<file path="src/rtl/iseq_pkg.sv">
// Shared opcode constants, opcode field position and FSM state type for iseq_receiver.
// The PAD state only exists when ISEQ_PAD_EN is defined.
package iseq_pkg;

   localparam int unsigned OPC_MSB = 31;
   localparam int unsigned OPC_LSB = 28;

   localparam logic [3:0] OPC_END_ISEQ = 4'hE;
   localparam logic [3:0] OPC_NOP      = 4'h0;

   typedef enum logic [2:0] {
      StRecv   = 3'd0,
`ifdef ISEQ_PAD_EN
      StPad    = 3'd1,
`endif
      StStart  = 3'd2,
      StWaitHi = 3'd3,
      StWaitLo = 3'd4
   } iseq_state_e;

endpackage

</file>
<file path="src/rtl/instr_fifo.sv">
// First-word-fall-through FIFO: rdata shows the head whenever empty is low, rd pops it.
// Pointers carry one extra wrap bit so full and empty are distinguishable.
module instr_fifo #(
   parameter int unsigned WIDTH = 32,
   parameter int unsigned DEPTH = 64
) (
   input  logic             clk,
   input  logic             rst,
   input  logic             wr,
   input  logic [WIDTH-1:0] wdata,
   input  logic             rd,
   output logic             empty,
   output logic             full,
   output logic [WIDTH-1:0] rdata
);

   localparam int unsigned AW = $clog2(DEPTH);
   localparam logic [AW:0] PTR_ONE = {{AW{1'b0}}, 1'b1};

   logic [WIDTH-1:0] mem [DEPTH];
   logic [AW:0]      wptr;
   logic [AW:0]      rptr;
   logic             do_wr;
   logic             do_rd;

   assign empty = (wptr == rptr);
   assign full  = (wptr[AW] != rptr[AW]) && (wptr[AW-1:0] == rptr[AW-1:0]);
   assign do_rd = rd && !empty;
   // A pop in the same cycle frees the slot being written.
   assign do_wr = wr && (!full || do_rd);
   assign rdata = mem[rptr[AW-1:0]];

   always_ff @(posedge clk) begin
      if (rst) begin
         wptr <= '0;
         rptr <= '0;
      end else begin
         if (do_wr) wptr <= wptr + PTR_ONE;
         if (do_rd) rptr <= rptr + PTR_ONE;
      end
   end

   always_ff @(posedge clk) begin
      if (do_wr) mem[wptr[AW-1:0]] <= wdata;
   end

endmodule

</file>
<file path="src/rtl/iseq_receiver.sv">
// Buffers host instructions into two alternating lane FIFOs and kicks the dispatcher on END_ISEQ.
// Define ISEQ_PAD_EN to pad odd-length sequences with a NOP in lane 1.
module iseq_receiver
   import iseq_pkg::*;
#(
   parameter int unsigned FIFO_DEPTH  = 64,
   parameter int unsigned INSTR_WIDTH = 32
) (
   input  logic                           clk,
   input  logic                           rst,
   input  logic                           app_en,
   input  logic [INSTR_WIDTH-1:0]         app_instr,
   output logic                           app_ack,
   input  logic                           dispatcher_busy,
   output logic                           process_iseq,
   input  logic                           instr0_fifo_rd,
   input  logic                           instr1_fifo_rd,
   output logic                           instr0_fifo_empty,
   output logic                           instr1_fifo_empty,
   output logic [INSTR_WIDTH-1:0]         instr0_fifo_data,
   output logic [INSTR_WIDTH-1:0]         instr1_fifo_data,
   output logic [$clog2(2*FIFO_DEPTH):0]  iseq_len
);

   localparam int unsigned LEN_W = $clog2(2*FIFO_DEPTH) + 1;
   localparam logic [LEN_W-1:0] LEN_ONE = {{(LEN_W-1){1'b0}}, 1'b1};

   iseq_state_e            state;
   logic                   lane_ptr;
   logic                   is_end;
   logic                   tgt_full;
   logic                   accept_word;
   logic                   full0;
   logic                   full1;
   logic                   wr0;
   logic                   wr1;
   logic [INSTR_WIDTH-1:0] wdata1;

   assign is_end      = (app_instr[OPC_MSB:OPC_LSB] == OPC_END_ISEQ);
   assign tgt_full    = lane_ptr ? full1 : full0;
   assign app_ack     = app_en && !rst && (state == StRecv) && (is_end || !tgt_full);
   assign accept_word = app_ack && !is_end;
   assign wr0         = accept_word && !lane_ptr;

`ifdef ISEQ_PAD_EN
   assign wr1 = (accept_word && lane_ptr) || (state == StPad);

   always_comb begin
      wdata1 = app_instr;
      if (state == StPad) begin
         wdata1                  = '0;
         wdata1[OPC_MSB:OPC_LSB] = OPC_NOP;
      end
   end
`else
   assign wr1    = accept_word && lane_ptr;
   assign wdata1 = app_instr;
`endif

   always_ff @(posedge clk) begin
      if (rst) begin
         state        <= StRecv;
         lane_ptr     <= 1'b0;
         iseq_len     <= '0;
         process_iseq <= 1'b0;
      end else begin
         process_iseq <= 1'b0;
         unique case (state)
            StRecv: begin
               if (accept_word) begin
                  lane_ptr <= ~lane_ptr;
                  if (iseq_len != '1) iseq_len <= iseq_len + LEN_ONE;
               end else if (app_ack && (iseq_len != '0)) begin
`ifdef ISEQ_PAD_EN
                  if (lane_ptr) begin
                     state <= StPad;
                  end else begin
                     state        <= StStart;
                     process_iseq <= 1'b1;
                  end
`else
                  state        <= StStart;
                  process_iseq <= 1'b1;
`endif
               end
            end
`ifdef ISEQ_PAD_EN
            StPad: begin
               lane_ptr     <= ~lane_ptr;
               state        <= StStart;
               process_iseq <= 1'b1;
            end
`endif
            StStart:  state <= StWaitHi;
            StWaitHi: if (dispatcher_busy) state <= StWaitLo;
            StWaitLo: begin
               if (!dispatcher_busy) begin
                  state    <= StRecv;
                  lane_ptr <= 1'b0;
                  iseq_len <= '0;
               end
            end
            default:  state <= StRecv;
         endcase
      end
   end

   instr_fifo #(
      .WIDTH (INSTR_WIDTH),
      .DEPTH (FIFO_DEPTH)
   ) u_lane0 (
      .clk   (clk),
      .rst   (rst),
      .wr    (wr0),
      .wdata (app_instr),
      .rd    (instr0_fifo_rd),
      .empty (instr0_fifo_empty),
      .full  (full0),
      .rdata (instr0_fifo_data)
   );

   instr_fifo #(
      .WIDTH (INSTR_WIDTH),
      .DEPTH (FIFO_DEPTH)
   ) u_lane1 (
      .clk   (clk),
      .rst   (rst),
      .wr    (wr1),
      .wdata (wdata1),
      .rd    (instr1_fifo_rd),
      .empty (instr1_fifo_empty),
      .full  (full1),
      .rdata (instr1_fifo_data)
   );

endmodule

</file>
<file path="config.mk">
export PLATFORM = sky130hd
export DESIGN_NAME = iseq_receiver
export DESIGN_NICKNAME = d
export VERILOG_FILES = /design/src/rtl/iseq_pkg.sv /design/src/rtl/instr_fifo.sv /design/src/rtl/iseq_receiver.sv
export SDC_FILE = /design/constraint.sdc
export NUM_CORES = 2
export LEC_CHECK = 0
export BUFFER_PORTS_ARGS = -buffer_cell sky130_fd_sc_hd__buf_2
export CAP_MARGIN = 0
export CORE_ASPECT_RATIO = 2
export CORE_MARGIN = 2
export CORE_UTILIZATION = 50
export CTS_CLUSTER_DIAMETER = 200
export CTS_CLUSTER_SIZE = 20
export DETAILED_ROUTE_END_ITERATION = 7
export PLACE_DENSITY = 0.69
export SLEW_MARGIN = 20
export SYNTH_ARGS = -nofsm -noshare
export SYNTH_HDL_FRONTEND = slang
export SYNTH_HIERARCHICAL = 1
export SYNTH_SLANG_ARGS = --single-unit
</file>
<file path="constraint.sdc">
create_clock -name clk -period 4 [get_ports clk]
set_clock_uncertainty 0.2 [all_clocks]
set_input_delay 0.4 -clock clk [delete_from_list [all_inputs] [get_ports clk]]
set_output_delay 0.4 -clock clk [all_outputs]
set_load 0.03 [all_outputs]
</file>
Word-level counts from Yosys, hierarchy flattened. Memories as Yosys holds them, arrays and structs flattened. A register that Yosys moved wholly into a read port is not among the register bits. Index checks and enable logic that the tools add are counted.

Div/mod/pow operators: 0. Bitwise logic cells: 2. Shifts and indexed selects: 0. $add $sub $neg: 5. Multiply operators: 0. Reduce and logical (&&, ||, !) cells: 31. Magnitude comparators: 0. Eq/ne operators: 17. Multiplexer cells: 22.

Operators by type and width (count): 7-bit by 1-bit adder with 7-bit output (second input constant) (4); 6-bit two-way mux (4); 8-bit two-way mux (3); 8-bit case mux with 2 select lines (1); 7-bit equality test (2); 1-bit logical AND (13); 6-bit equality test (2); 3-bit two-way mux (4); 3-bit case mux with 4 select lines (1); 8-bit by 1-bit adder with 8-bit output (second input constant) (1); 1-bit logical NOT (8); 1-bit two-way mux (8); 2-bit inequality test (second input constant) (4); 8-bit inequality test (second input constant) (1); 4-bit AND reduction (2); 8-bit nonzero test (1); 3-bit by 2-bit equality test with 1-bit output (second input constant) (2); 4-bit equality test (second input constant) (1); 2-bit by 1-bit inequality test with 1-bit output (second input constant) (2); 3-bit equality test (second input constant) (1); 3-bit logical NOT (1); 1-bit logical OR (3); 3-bit AND reduction (1); 3-bit OR reduction (1); 4 further kinds (6).

Logic and storage cells: 87. Bits in writable memories: 4096. Bits in read-only memories: 0. Output and inout bits: 76. Memories: 2. Bits in latches: 0. Bits of input ports: 38. Register bits: 41.

Memory list: u_lane0.mem (words 64, width 32, rd ports 1, clocked after memory_dff 1, wr ports 1, RTL line instr_fifo.sv:20) `logic [WIDTH-1:0] mem [DEPTH];`; u_lane1.mem (words 64, width 32, rd ports 1, clocked after memory_dff 1, wr ports 1, RTL line instr_fifo.sv:20).

Depth between registers and ports, before layout.
Word-level depth: 11. Depth in mapped cells: 13. Depth with buffers taken out: 12.

By module. The synthesis kept the hierarchy.

Modules (own cells, without submodules): instr_fifo at u_lane0 (cells each 3435, sequential area each 61899.4 µm², area each 78763.0 µm², instances 1); instr_fifo at u_lane1 (cells each 3494, sequential area each 61899.4 µm², area each 78750.5 µm², instances 1); iseq_receiver (cells each 87, sequential area each 260.2 µm², area each 758.2 µm², instances 1).

Least setup slack after synthesis. OpenSTA, ideal clock, no wires.

Kind: flip-flop to flip-flop. Start: reg u_lane1.wptr[0]. End: mem u_lane1.mem[57][0] (enable). Setup slack: -0.361 ns. Clock period less this slack: 4.361 ns. Cell stages (with the launch flop): 13. Setup time: 0.421 ns. Path buffers: 2. Data required time: 3.379 ns. Arrival: 3.740 ns. Cells stage by stage: dfxtp_1 > buf_2 > xnor2_1 > nand4_1 > or2_2 > nor2b_1 > mux2i_1 > and4_2 > and2_1 > o31ai_2 > or4b_1 > buf_2 > nor2_1.

Word-level cells in the longest chain between the ends: 11. Elaborated cells on any way between the ends: 16. Those cells by class: eq/ne: 2; mux: 3; reduce/logical: 11.

RTL lines: start: declaration (RTL line instr_fifo.sv:21) `logic [AW:0] wptr;`; start signal: assignment (RTL line instr_fifo.sv:38) `if (do_wr) wptr <= wptr + PTR_ONE;`; 6-bit equality test (RTL line instr_fifo.sv:27) `assign full = (wptr[AW] != rptr[AW]) && (wptr[AW-1:0] == rptr[AW-1:0]);`; 1-bit logical AND (RTL line instr_fifo.sv:27); via full1 (RTL line iseq_receiver.sv:34) `logic full1;`; 1-bit two-way mux (RTL line iseq_receiver.sv:40) `assign tgt_full = lane_ptr ? full1 : full0;`; 1-bit logical NOT (RTL line iseq_receiver.sv:41) `assign app_ack = app_en && !rst && (state == StRecv) && (is_end || !tgt_full);`; 1-bit logical OR (RTL line iseq_receiver.sv:41); 1-bit logical AND (RTL line iseq_receiver.sv:41); 1-bit logical AND (RTL line iseq_receiver.sv:42) `assign accept_word = app_ack && !is_end;`; 1-bit logical AND (RTL line iseq_receiver.sv:56) `assign wr1 = accept_word && lane_ptr;`; via wr1 (RTL line iseq_receiver.sv:36) `logic wr1;`; 1-bit logical AND (RTL line instr_fifo.sv:30) `assign do_wr = wr && (!full || do_rd);`; 1-bit two-way mux (RTL line instr_fifo.sv:44) `if (do_wr) mem[wptr[AW-1:0]] <= wdata;`; 1-bit two-way mux (implied by the code) (RTL line instr_fifo.sv:44); end: declaration (RTL line instr_fifo.sv:20).

The timed path passes the listed nets, and every way through them passes these cells.

==> metrics.csv <==
metric,value,unit
design area,189000,um2
Async SR Flop Fraction,0,%
"Remaining Overflow, GRT",0,
total global routing track utilization,31.1,%
"Slowest-stage cell, CP",mux4_2,
core area,316000,um2
drt first pass iters,6,
CTS tree,built,
Die Wd,402,um
final antenna-violating net count,0,
final-report hold violation count,3,
top-count cell post-synth,edfxtp_1,
crit-path max FO,5,
total routed wirelength,507000,um
Worst Path Buf+Inv,6,
Fin Hold WS,-15.1,ps
setup TNS,-6590,ps
"Seq/Total Area, Yosys",78.4,%
post-placement cell area,171000,um2
first-pass GRT wire length,680000,um
met3 Use GR,4.32,%
crit path time final,4270,ps
initial antenna violation count,23,
Starting Density,50.1,%
Final WS setup,-273,ps
syn avg cell area,22.6,um2
critical path's top delay family,buffers and inverters,
die height,800,um
WL per Instance,40.9,um
area grow syn2layout,19.5,%
fmax,0.234,GHz
final setup violation count,141,
clock sinks,4149,
met1 usage,32.4,%
RePlAce Congestion,0.996,
Overall Power,79000,uW
crit-path cells,buf_12 -> buf_16 -> buf_16 -> buf_8 -> buf_4 -> mux4_2 -> a22oi_2 -> nand2_2 -> and3_4 -> buf_8,
Setup CP Type,flop to output pin,
arrival time at the worst endpoint,3670,ps
largest net degree at the start of global routing,129,
Rel. slew slack,16.3,%
failing checks,"hold timing, setup timing",
synthesized netlist cell count,7016,
worst hold path class,primary input to flop,
prevailing post-synth register cell,edfxtp_1,
Power Density,418,nW/um2
"CTS clk-pin slew, worst paths",80,ps
H-Tree Depth,4,
post-synth top area cell,edfxtp_1,
worst endpoint required time,3400,ps
row cnt,292,
GRT met2 Usage,53.3,%
number of flops mapped to enable cells by yosys,4096,
Iteration-0 DRC Markers,10400,
I/O Buffers,113,
Mapped Area,158000,um2
R2R Setup Slk,-50,ps
Vias,83500,
CTS root buffer,clkbuf_16,
GR peak layer,met2,
Final Cycle Share,107,%
CTS buffer count,233,
Setup crit end kind,output pin,
crit path launch type,flop,
Max Buffers Root-to-Sink,4,
Mapped Nets,7060,
DR vias/cell,6.75,
CP max stage delay,570,ps
synth top area cells,"edfxtp_1 (78%), mux4_2 (14%), o22ai_1 (0.83%)",
die area,321000,um2
post-synthesis register bit count,4149,
vias in the first global route,82500,
Yosys Warn Count,6,
share of post-route cells with drive strength above 1,39.1,%
"Net count, final",8206,
HPWL Detailed,311000,um
clock latency on the worst-skew pair,960,ps
unrepaired setup endpoints after global routing,true,
drt drc,0,
max_cap viols,0,
fin. max-slew vios,0,
Peak supply drop,0.000469,V
count of cell types in the netlist,81,
Worst-Margin Slew,1260,ps
outcome,"finished, violations left",
Fillers,21400,
cell leakage power,0.0575,uW
post-synth top area share,77.7,%
# IOs,114,
synth cell count leaders,"edfxtp_1 (4096), mux4_2 (987), o22ai_1 (210)",
==> cells in the final DEF (no fill, tap or decap), types with 23 or more instances in the layout <==
cell type,instances
a211oi_2,33
a21oi_1,29
a22oi_1,40
a22oi_2,52
and3_4,27
buf_12,252
buf_16,87
buf_4,628
buf_6,187
buf_8,41
clkbuf_1,73
clkbuf_16,248
dfxtp_1,42
dlygate4sd3_1,34
edfxtp_1,4096
mux2i_1,102
mux4_2,988
nand2_1,96
nand2_2,26
nand3_1,27
nor2_1,52
nor2_4,164
nor2b_1,36
nor3_1,23
nor4_4,28
o21ai_0,29
o221ai_1,38
o221ai_2,33
o22ai_1,85
o22ai_2,62
o22ai_4,63
==> routing by layer <==
layer  up-vias  wire length [um]
met4         4             64500
met1     44200            147000
met5         -                29
li1      32200                 -
met3      1539             39000
met2      5639            256000
==> report_power, final <==
group	total, uW	internal [uW]	leakage, uW	switching, uW
logic	7220	3410	0.0172	3810
registers	47700	47700	0.0372	29.9
clock network	24100	10700	0.00302	13400
==> through the flow <==
stage,util (%),setup slack (ps),std cells
finish,59.9,-273,12400
global route,59.9,-249,12400
detailed placement,54.1,-413,11600
CTS,59.1,-226,12200
floorplan,-,-361,7016
global placement,53.9,-486,11500
==> cells by family (layout without fill, tap and decap cells) <==
logic type,Yosys count,count (layout),share of synthesized area [%]
AOI/OAI and AO/OA,640,640,2.93
xor gates and xnor gates,23,23,0.127
adders and majority gates,6,6,0.0474
buffers and inverters,423,1613,1.47
DFF,4149,4149,78.4
muxes,1138,1138,15.0
other,0,19,0
and+or+nand+nor,637,673,2.02
==> path summary, 6_finish.rpt <==
kind              startpoint  cells past startpoint                  end
min            app_instr[23]                      1  u_lane1/mem[55][23]
max                     flop                     10  instr0_fifo_data[3]
max reg2reg  u_lane1/wptr[5]                     15  u_lane0/mem[32][16]
min reg2reg  u_lane0/rptr[6]                      2      u_lane0/rptr[6]
==> sequential cells by signal, indices dropped and copies added, names as in the netlist, named ones only <==
signal,flops
u_lane0/mem,2048
u_lane1/mem,2048
iseq_len,8
u_lane0/rptr,7
u_lane0/wptr,7
u_lane1/rptr,7
u_lane1/wptr,7
state,3
lane_ptr,1
process_iseq,1
==> repair_timing <==
action | 4_1_cts | 5_1_grt
resized for setup | 976 | 295
pin swaps | 192 | 180
hold buffers | 34 | 0
hold endpoints to repair | 1052 | 0
setup endpoints to repair | 1817 | 351
cloned | 101 | 15
setup buffers | 230 | 155
==> final cells by class <==
class                           instances  area, um2  share of cell area, %
Sequential cell                      4149     124000                   65.6
Multi-Input combinational cell       2480      37200                   19.7
Timing Repair Buffer                 1282      16400                   8.65
Clock buffer                          307       6130                   3.24
Tap cell                             4116       5150                   2.72
Clock inverter                          8       96.3                 0.0509
Inverter                               16       67.6                 0.0357
Antenna cell                           19       47.5                 0.0251
==> worst reg2reg max path: stages (launching register included) <==
cell and delay [ps]:
dfxtp_1 340, xnor2_1 240, nand4_1 190, or2_2 350
nor2b_2 330, mux2i_2 190, and4_2 280, buf_4 150
nand2b_1 160, inv_1 80, o41a_1 210, nand3b_1 270
buf_4 260, buf_4 170, nor2_4 50, buf_12 180
No activity file was read; power rests on OpenSTA's default activity.
